File: config.mk
export PLATFORM = sky130hd
export DESIGN_NAME = cache_linefill
export DESIGN_NICKNAME = d
export VERILOG_FILES = /design/src/rtl/cache_linefill.sv
export SDC_FILE = /design/constraint.sdc
export NUM_CORES = 1
export LEC_CHECK = 0
export CORE_AREA = 4 4 113 115
export CTS_BUF_LIST = sky130_fd_sc_hd__clkbuf_8
export DETAILED_ROUTE_END_ITERATION = 10
export DIE_AREA = 0 0 117 119
export GPL_TIMING_DRIVEN = 1
export PLACE_DENSITY = 0.76
export SYNTH_ARGS = -nofsm -noshare
export SYNTH_HDL_FRONTEND = slang
export SYNTH_SLANG_ARGS = --single-unit
File: constraint.sdc
create_clock -name clk -period 3.3 [get_ports clk]
set_input_delay 0.495 -clock clk [delete_from_list [all_inputs] [get_ports clk]]
set_output_delay 0.495 -clock clk [all_outputs]
set_load 0.01 [all_outputs]
File: src/rtl/cache_linefill.sv
// Cache line refill/evict engine: optionally writes the dirty victim line back to the bus,
// then bursts the new line from main memory into the byte-banked line memory.
module cache_linefill #(
  parameter int ADDRBITS    = 32,
  parameter int DATABITS    = 32,
  parameter int LSBBITS     = 7,
  parameter int WORDLENBITS = 2
) (
  input  logic                   clk,
  input  logic                   reset,
  input  logic                   fill_req,
  input  logic [ADDRBITS-1:0]    fill_addr,
  input  logic                   fill_dirty,
  input  logic [ADDRBITS-1:0]    fill_wbaddr,
  output logic                   fill_busy,
  output logic                   fill_done,
  output logic [LSBBITS-1:0]     line_mem_wraddr,
  output logic                   line_mem_we,
  output logic [DATABITS-1:0]    line_mem_in,
  output logic [WORDLENBITS-1:0] line_mem_in_wordlen,
  output logic [LSBBITS-1:0]     line_mem_rdaddr,
  input  logic [DATABITS-1:0]    line_mem_out,
  output logic [ADDRBITS-1:0]    mem_addr,
  output logic                   mem_rd,
  output logic                   mem_wr,
  output logic [DATABITS-1:0]    mem_wdata,
  input  logic                   mem_ack,
  input  logic [DATABITS-1:0]    mem_rdata,
  input  logic                   mem_rdata_valid,
  output logic [2:0]             state_dbg
);

  localparam int CW = LSBBITS - 2;
  localparam int TW = ADDRBITS - LSBBITS;
  localparam logic [CW-1:0] LAST = '1;

  localparam logic [2:0] IDLE  = 3'd0;
  localparam logic [2:0] WB_RD = 3'd1;
  localparam logic [2:0] WB_WR = 3'd2;
  localparam logic [2:0] FILL  = 3'd3;
  localparam logic [2:0] DONE  = 3'd4;

  // Handshake: mem_rd/mem_wr with mem_addr (and mem_wdata) are held stable until the
  // cycle mem_ack is high; read data returns later, in order, flagged by mem_rdata_valid.
  logic [2:0]    state;
  logic [TW-1:0] base;
  logic [TW-1:0] wbbase;
  logic [CW-1:0] wb_cnt;
  logic [CW-1:0] iss_cnt;
  logic          iss_done;
  logic [CW-1:0] rx_cnt;

  logic unused_low_bits;
  assign unused_low_bits = ^{fill_addr[LSBBITS-1:0], fill_wbaddr[LSBBITS-1:0]};

  always_ff @(posedge clk) begin
    if (reset) begin
      state    <= IDLE;
      base     <= '0;
      wbbase   <= '0;
      wb_cnt   <= '0;
      iss_cnt  <= '0;
      iss_done <= 1'b0;
      rx_cnt   <= '0;
    end else begin
      case (state)
        IDLE: begin
          if (fill_req) begin
            base   <= fill_addr[ADDRBITS-1:LSBBITS];
            wbbase <= fill_wbaddr[ADDRBITS-1:LSBBITS];
            state  <= fill_dirty ? WB_RD : FILL;
          end
        end
        WB_RD: state <= WB_WR;
        WB_WR: begin
          if (mem_ack) begin
            if (wb_cnt == LAST) begin
              wb_cnt <= '0;
              state  <= FILL;
            end else begin
              wb_cnt <= wb_cnt + 1'b1;
              state  <= WB_RD;
            end
          end
        end
        FILL: begin
          // Issue and receive sides advance independently; both may move in one cycle.
          if (mem_ack && !iss_done) begin
            if (iss_cnt == LAST) iss_done <= 1'b1;
            else iss_cnt <= iss_cnt + 1'b1;
          end
          if (mem_rdata_valid) begin
            if (rx_cnt == LAST) state <= DONE;
            else rx_cnt <= rx_cnt + 1'b1;
          end
        end
        DONE: begin
          // Counters return to zero here so idle outputs rest at zero.
          iss_cnt  <= '0;
          iss_done <= 1'b0;
          rx_cnt   <= '0;
          state    <= IDLE;
        end
        default: state <= IDLE;
      endcase
    end
  end

  always_comb begin
    mem_rd      = 1'b0;
    mem_wr      = 1'b0;
    mem_addr    = '0;
    mem_wdata   = '0;
    line_mem_we = 1'b0;
    line_mem_in = '0;
    case (state)
      WB_WR: begin
        mem_wr    = 1'b1;
        mem_addr  = {wbbase, wb_cnt, 2'b00};
        mem_wdata = line_mem_out;
      end
      FILL: begin
        mem_rd = !iss_done;
        if (!iss_done) mem_addr = {base, iss_cnt, 2'b00};
        if (mem_rdata_valid) begin
          line_mem_we = 1'b1;
          line_mem_in = mem_rdata;
        end
      end
      default: ;
    endcase
  end

  // Read address is held through WB_WR so the registered line memory output stays valid.
  assign line_mem_rdaddr     = {wb_cnt, 2'b00};
  assign line_mem_wraddr     = {rx_cnt, 2'b00};
  assign line_mem_in_wordlen = WORDLENBITS'(2);
  assign fill_busy           = (state != IDLE);
  assign fill_done           = (state == DONE);
  assign state_dbg           = state;

endmodule
==> summary.txt, run 1 <==
Status
  – Result of the run: complete, no violations

STA
  – RSZ-0062 raised after global routing: false
  – Clock skew after layout: 0.0113 ns
  – Maximum operating frequency: 337 MHz
  – Final critical-path share of the clock period: 90.0%
  – Final hold violation count: 0
  – Hold slack: 0.454 ns
  – Slew margin rel.: 34.3%
  – Number of slew-limit violations in the final report: 0
  – Fin crit period: 2.97 ns
  – Final-layout setup total negative slack: 0 ns
  – Number of setup violations in the final report: 0
  – Least-Margin Pin Slew: 0.982 ns

Power
  – Maximum resistive drop on vdd: 0.000228 V
  – Leak: 2.39 nW
  – PD cells: 378 nW/µm²

Synth
  – Portion of the post-synthesis area used by sequential elements: 39.9%
  – Register bit total from synthesis: 69
  – Post-synth EDFFs: 0
  – Top FF cell, synth: sky130_fd_sc_hd__dfxtp_1
  – Post-Syn Area per Cell: 7.79 µm²
  – Unique cell type count in the Yosys netlist: 38
  – FFs w/ async S/R, synth: 0%
  – Number of standard cells after synthesis: 445
  – Synthesis warning total: 0
  – Post-synthesis cell area: roughly 3500 µm²

Routing
  – Via Count: 3889
  – Drt via density: 4.82
  – Remaining DRCs: 0
  – Pre-Repair DR Iteration Count: 4
  – Routed Wire Length: around 13 mm
  – Routed Antenna Nets: 0
  – Number of design-rule violations left by the first detailed-router iteration: around 220
  – Wire length per cell after detailed routing: between 15 and 20 µm

Clocking
  – Depth of the CTS H-tree: 3
  – Count of hold buffers inserted by post-cts repair: 0
  – TritonCTS Sinks: 69
  – Latest clock arrival within the worst-skew pair: 0.34 ns
  – Clk buf depth: 2
  – Root Driver: sky130_fd_sc_hd__clkbuf_8
  – Number of buffers added by the clock tree synthesis step: 9
  – Count of cells resized by post-cts repair: 0
  – Setup Buffers After CTS: 0
  – Clock transition at the register clock pins on the worst setup and hold paths after CTS: 0.08 ns
  – CTS tree: done

Floorplan
  – Starting density of the core: 29.3%
  – Top-Level Pins: 254
  – Die area: about 14000 µm²
  – Width of the die: 117 µm
  – Die height: around 120 µm
  – Std-Cell Core Area: 11800 µm²
  – Placement Rows: 40

GRT
  – Largest net degree at the start of global routing: 51
  – Antenna violations before repair: 1
  – Total congestion overflow after global routing: 0
  – Number of global-route vias before repair: 3777
  – Global-route wire length before repair: 19.6 mm
  – Global-route usage over all layers: 18.0%

Final layout
  – Final layout net count: 794
  – Commonest non-fill, non-tap cell in the layout: sky130_fd_sc_hd__clkdlybuf4s50_1
  – Final core utilization: 51.1%
  – Layout fillers: 1126
  – Commonest non-fill, non-tap cells in the layout: sky130_fd_sc_hd__clkdlybuf4s50_1, sky130_fd_sc_hd__nand2_1, sky130_fd_sc_hd__dfxtp_1
  – Proportion of layout cells with a drive suffix above 1: roughly 5.2%
  – Layout area overhead: 74.3%

Job
  – Number of violations of the max-capacitance limit: 0

Critical path
  – WS Path Type: reg -> out
  – Cells traversed along the worst timing path: and3b_1 > and3_2 > clkdlybuf4s50_1
  – Arrival time of the worst setup path: 2.48 ns
  – Worst endpoint required time: 2.80 ns
  – Startpoint of the worst register-to-register path: state_dbg[0]
  – Worst reg-to-reg path cell count: 5
  – End of the worst register-to-register path: iss_cnt[3]
  – Largest delay share family, worst path: simple AND/OR/NAND/NOR gates
  – Largest fanout of any net on the critical path: 33
  – Reg-to-reg setup timing slack: between 1 and 1.5 ns
  – Endpoint type of the worst setup path: output pin
  – Slowest cell delay on critical path: 0.76 ns
  – Critical path launch point type: register
  – Combined buffer and inverter count along the critical path: 1
  – Library cell contributing the largest single delay on the critical path: sky130_fd_sc_hd__and3b_1

Placement
  – Count of buffers inserted at the top-level ports: 231
  – Gpl congestion: 0.796
  – HPWL Detailed: 10.2 mm

Worst hold path
  – Worst-case hold path end point: base[20]
  – Min-delay worst type: reg -> reg
  – Worst hold start: base[20]
  – Cell depth of the worst hold path: 2
-- final cells by class --
class / count / area, µm² / area share [%]
clock inverter: 5 / 82.6 / 1.37
multi-input combinational: 333 / 1870 / 30.9
clock buffer: 11 / 151 / 2.51
tap: 147 / 184 / 3.05
sequential: 69 / 1380 / 22.9
inverter: 3 / 11.3 / 0.186
timing repair buffer: 238 / 2360 / 39.1
antenna: 1 / 2.50 / 0.0414
-- report_power, final --
part | internal [mW] | switching [mW] | total, mW
combinational | 0.306 | 0.262 | 0.568
sequential | 0.886 | 0.0369 | 0.923
clock | 0.468 | 0.322 | 0.790
-- how the worst max path moves through the flow --
stage                     cells after the start        endpoint       startpoint  slack, ns
after detailed placement                      4     line_mem_we  mem_rdata_valid       0.65
final                                         3  line_mem_in[0]     state_dbg[0]       0.33
after global placement                        4     line_mem_we  mem_rdata_valid       0.68
after CTS                                     4   mem_wdata[26]     state_dbg[1]       0.31
after floorplan                               5    mem_addr[17]     state_dbg[0]       1.44
after global routing                          3  line_mem_in[0]     state_dbg[0]       0.16
-- sequential cells by signal (all words and copies together), names as in the netlist --
name       cells
wb_cnt         5
wbbase        25
base          25
iss_cnt        5
iss_done       1
rx_cnt         5
state_dbg      3
-- tightest hold or removal path: cells and delay by family (launching register included) --
family             cells  cell delay [ns]
AOI/OAI and AO/OA      1             0.05
DFF                    1             0.31
and+or+nand+nor        1             0.05
-- logic make-up (layout without fill, tap and decap cells) --
logic type | Yosys count | in the layout | synth area share [%]
buf+inv | 49 | 257 | 7.11
mux | 3 | 3 | 0.867
compound gates | 97 | 97 | 17.8
other cells | 2 | 9 | 0.217
flops | 69 | 69 | 39.9
simple gates | 212 | 212 | 30.2
xor+xnor | 7 | 7 | 1.77
fa+ha+maj | 6 | 6 | 2.17
-- per-layer routing --
| layer | up-vias | GRT usage [%] | routed length, µm |
|---|---|---|---|
| met5 | - | 0 | 0 |
| met4 | 0 | 6.88 | 282 |
| met3 | 14 | 7.22 | 1350 |
| met2 | 171 | 31.9 | 6630 |
| met1 | 1794 | 18.7 | 4780 |
| li1 | 1910 | - | - |
-- stage by stage --
stage	std cells	area (µm²)	total power, mW	worst slack [ns]
2_1_floorplan	451	3490	1.20	1.44
3_3_place_gp	790	5800	1.50	0.680
3_5_place_dp	790	5800	1.51	0.650
4_1_cts	806	6040	2.31	0.313
5_1_grt	807	6040	2.41	0.156
6_report	807	6040	2.28	0.328
-- Yosys cell counts (2+ instances only) --
cell,n,area [µm²]
sky130_fd_sc_hd__clkbuf_1,23,86.3
sky130_fd_sc_hd__buf_2,11,55.1
sky130_fd_sc_hd__and3_1,34,213
sky130_fd_sc_hd__xor2_1,4,35.0
sky130_fd_sc_hd__and2_1,33,206
sky130_fd_sc_hd__nand3_1,6,30.0
sky130_fd_sc_hd__buf_4,11,82.6
sky130_fd_sc_hd__and3_2,2,15.0
sky130_fd_sc_hd__o21ai_0,4,20.0
sky130_fd_sc_hd__nor3_1,3,15.0
sky130_fd_sc_hd__xnor2_1,3,26.3
sky130_fd_sc_hd__ha_1,6,75.1
sky130_fd_sc_hd__mux2i_1,3,30.0
sky130_fd_sc_hd__a22o_1,30,263
sky130_fd_sc_hd__dfxtp_1,69,1380
sky130_fd_sc_hd__nor2_1,15,56.3
sky130_fd_sc_hd__nand2_1,107,402
sky130_fd_sc_hd__inv_1,3,11.3
sky130_fd_sc_hd__a21oi_1,57,285
sky130_fd_sc_hd__conb_1,2,7.51
sky130_fd_sc_hd__or3_1,2,12.5
Power figures use the tool's default switching activity.
==> inputs of run 2 (changes only) <==
--- a/config.mk
+++ b/config.mk
@@ -9,7 +9,7 @@
 export CTS_BUF_LIST = sky130_fd_sc_hd__clkbuf_8
 export DETAILED_ROUTE_END_ITERATION = 10
 export DIE_AREA = 0 0 117 119
-export GPL_TIMING_DRIVEN = 1
+export GPL_TIMING_DRIVEN = 0
 export PLACE_DENSITY = 0.76
 export SYNTH_ARGS = -nofsm -noshare
 export SYNTH_HDL_FRONTEND = slang
==> run 2 against run 1 <==
Effect of this change: setup slack worse by 0.16 ns; core utilization is 1.4 points higher; hold slack better by 0.0043 ns; sequential cell count stayed put; global-route usage is 2.1 points higher; sequential share of layout area is 0.60 points lower; register-to-register slack better by 0.40 ns; first-iteration DRC count is 35% lower.
==> summary.txt, run 2 (synthesized netlist as in run 1, its figures left out) <==
GRT
  – Largest net degree at the start of global routing: 15
  – Antenna violations before repair: 0
  – Total congestion overflow after global routing: 0
  – Number of global-route vias before repair: about 4200
  – Global-route usage over all layers: around 20%
  – Global-route wire length before repair: 21.8 mm

Clocking
  – Latest clock arrival within the worst-skew pair: 0.34 ns
  – Count of hold buffers inserted by post-cts repair: 0
  – Clk buf depth: 2
  – Setup Buffers After CTS: 0
  – Depth of the CTS H-tree: 3
  – Count of cells resized by post-cts repair: 0
  – Root Driver: sky130_fd_sc_hd__clkbuf_8
  – Clock transition at the register clock pins on the worst setup and hold paths after CTS: 0.09 ns
  – Number of buffers added by the clock tree synthesis step: 9
  – CTS tree: done
  – TritonCTS Sinks: 69

Critical path
  – Arrival time of the worst setup path: 2.63 ns
  – End of the worst register-to-register path: iss_cnt[3]
  – Library cell contributing the largest single delay on the critical path: sky130_fd_sc_hd__clkbuf_1
  – Instance count on the critical path: 5
  – Worst endpoint required time: 2.80 ns
  – Worst reg-to-reg path cell count: 7
  – Startpoint of the worst register-to-register path: iss_cnt[0]
  – Cells traversed along the worst timing path: nand3b_1 > nor2_1 > clkbuf_1 > a22o_1 > clkdlybuf4s50_1
  – Worst setup startpoint: state_dbg[2]
  – Combined buffer and inverter count along the critical path: 2
  – Endpoint type of the worst setup path: output pin
  – Last element of the critical path: mem_addr[11]
  – WS Path Type: reg -> out
  – Slowest cell delay on critical path: 0.55 ns
  – Critical path launch point type: register
  – Largest fanout of any net on the critical path: 10
  – Reg-to-reg setup timing slack: 1.41 ns
  – Largest delay share family, worst path: buffers and inverters

Status
  – Result of the run: complete, no violations

Floorplan
  – Std-Cell Core Area: 11800 µm²
  – Width of the die: 117 µm
  – Placement Rows: 40
  – Die height: 119 µm
  – Top-Level Pins: 254
  – Die area: 13900 µm²
  – Starting density of the core: 29.3%

Routing
  – Via Count: 4104
  – Remaining DRCs: 0
  – Routed Antenna Nets: 0
  – Drt via density: 4.86
  – Wire length per cell after detailed routing: 17.2 µm
  – Routed Wire Length: approximately 15 mm
  – Number of design-rule violations left by the first detailed-router iteration: 141
  – Pre-Repair DR Iteration Count: 4

STA
  – Number of setup violations in the final report: 0
  – Final critical-path share of the clock period: 94.8%
  – Number of slew-limit violations in the final report: 0
  – Fin crit period: 3.13 ns
  – Clock skew after layout: about 0.0095 ns
  – Final hold violation count: 0
  – Slew margin rel.: around 57%
  – Final-layout setup total negative slack: 0 ns
  – RSZ-0062 raised after global routing: false
  – Maximum operating frequency: roughly 320 MHz
  – Least-Margin Pin Slew: approximately 0.64 ns

Power
  – Leak: 2.49 nW
  – PD cells: 377 nW/µm²
  – Final Power: 2.34 mW
  – Maximum resistive drop on vdd: around 0.00027 V

Placement
  – Count of buffers inserted at the top-level ports: 230
  – Placed cell area: 5970 µm²
  – Gpl congestion: between 0.8 and 0.9
  – HPWL Detailed: 11.7 mm
  – Post-placement cell count: 828

Final layout
  – ANT cells: 0
  – Post-route insts no fill: 844
  – Final core utilization: 52.5%
  – Total non-filler cell area in the finished layout: 6200 µm²
  – Biggest registers after layout: base: 25 flops, wbbase: 25 flops
  – Commonest non-fill, non-tap cell in the layout: sky130_fd_sc_hd__clkdlybuf4s50_1
  – Commonest non-fill, non-tap cells in the layout: sky130_fd_sc_hd__clkdlybuf4s50_1, sky130_fd_sc_hd__nand2_1, sky130_fd_sc_hd__dfxtp_1
  – Layout area overhead: 78.9%
  – Final layout net count: ~830
  – Proportion of layout cells with a drive suffix above 1: 6.60%

Worst hold path
  – Min-delay worst type: reg -> reg

Job
  – Number of violations of the max-capacitance limit: 0
run 2: changes by cell type in the layout (fill, tap and decap cells not counted), sizes merged:
| cell | before | now |
|---|---|---|
| clkinvlp | 0 | 1 |
| inv | 3 | 7 |
| clkinv | 3 | 0 |
| clkbuf | 11 | 32 |
| diode | 1 | 0 |
| buf | 8 | 23 |
run 2: layout make-up:
type,instances,area (µm²)
repair buffers,230,2300
multi-input cells,333,1860
plain buffers,46,235
clock buffers,9,124
well taps,147,184
clock inverters,7,103
fillers,1120,5610
flip-flops and latches,69,1380
inverters,3,11.3
run 2: power by group:
part	total [mW]	switching [mW]	internal [mW]
sequential	0.916	0.0299	0.886
clock	0.800	0.364	0.436
combinational	0.620	0.292	0.328
total	2.34	0.686	1.65
run 2: metrics by stage:
| step | setup slack (ns) | hold slack (ns) |
|---|---|---|
| floorplan | 1.44 | 0.436 |
| global placement | 0.529 | 0.442 |
| detailed placement | 0.498 | 0.446 |
| CTS | 0.155 | 0.458 |
| global route | 0.0105 | 0.469 |
| finish | 0.170 | 0.458 |
run 2: layer usage:
layer | part of all wire, % | global-route usage (%) | up-vias
li1 | - | - | 1983
met1 | 37 | 21.8 | 1917
met2 | 51 | 36.2 | 186
met3 | 10 | 6.76 | 18
met4 | 1.9 | 6.24 | 0
met5 | 0 | 0 | -
run 2: tightest hold or removal path, cell delays in order, from the launching register on:
cell	delay, ns
sky130_fd_sc_hd__dfxtp_1	0.32
sky130_fd_sc_hd__nand2_1	0.05
sky130_fd_sc_hd__a21oi_1	0.05
run 2: worst min path at each step:
stage | startpoint | to | slack, ns | cells after the start
final | base[3] | base[3] | 0.46 | 2
after global placement | base[4] | base[4] | 0.44 | 2
after CTS | base[8] | base[8] | 0.46 | 2
after floorplan | base[0] | base[0] | 0.44 | 2
after detailed placement | base[8] | base[8] | 0.45 | 2
after global routing | wbbase[9] | wbbase[9] | 0.47 | 2
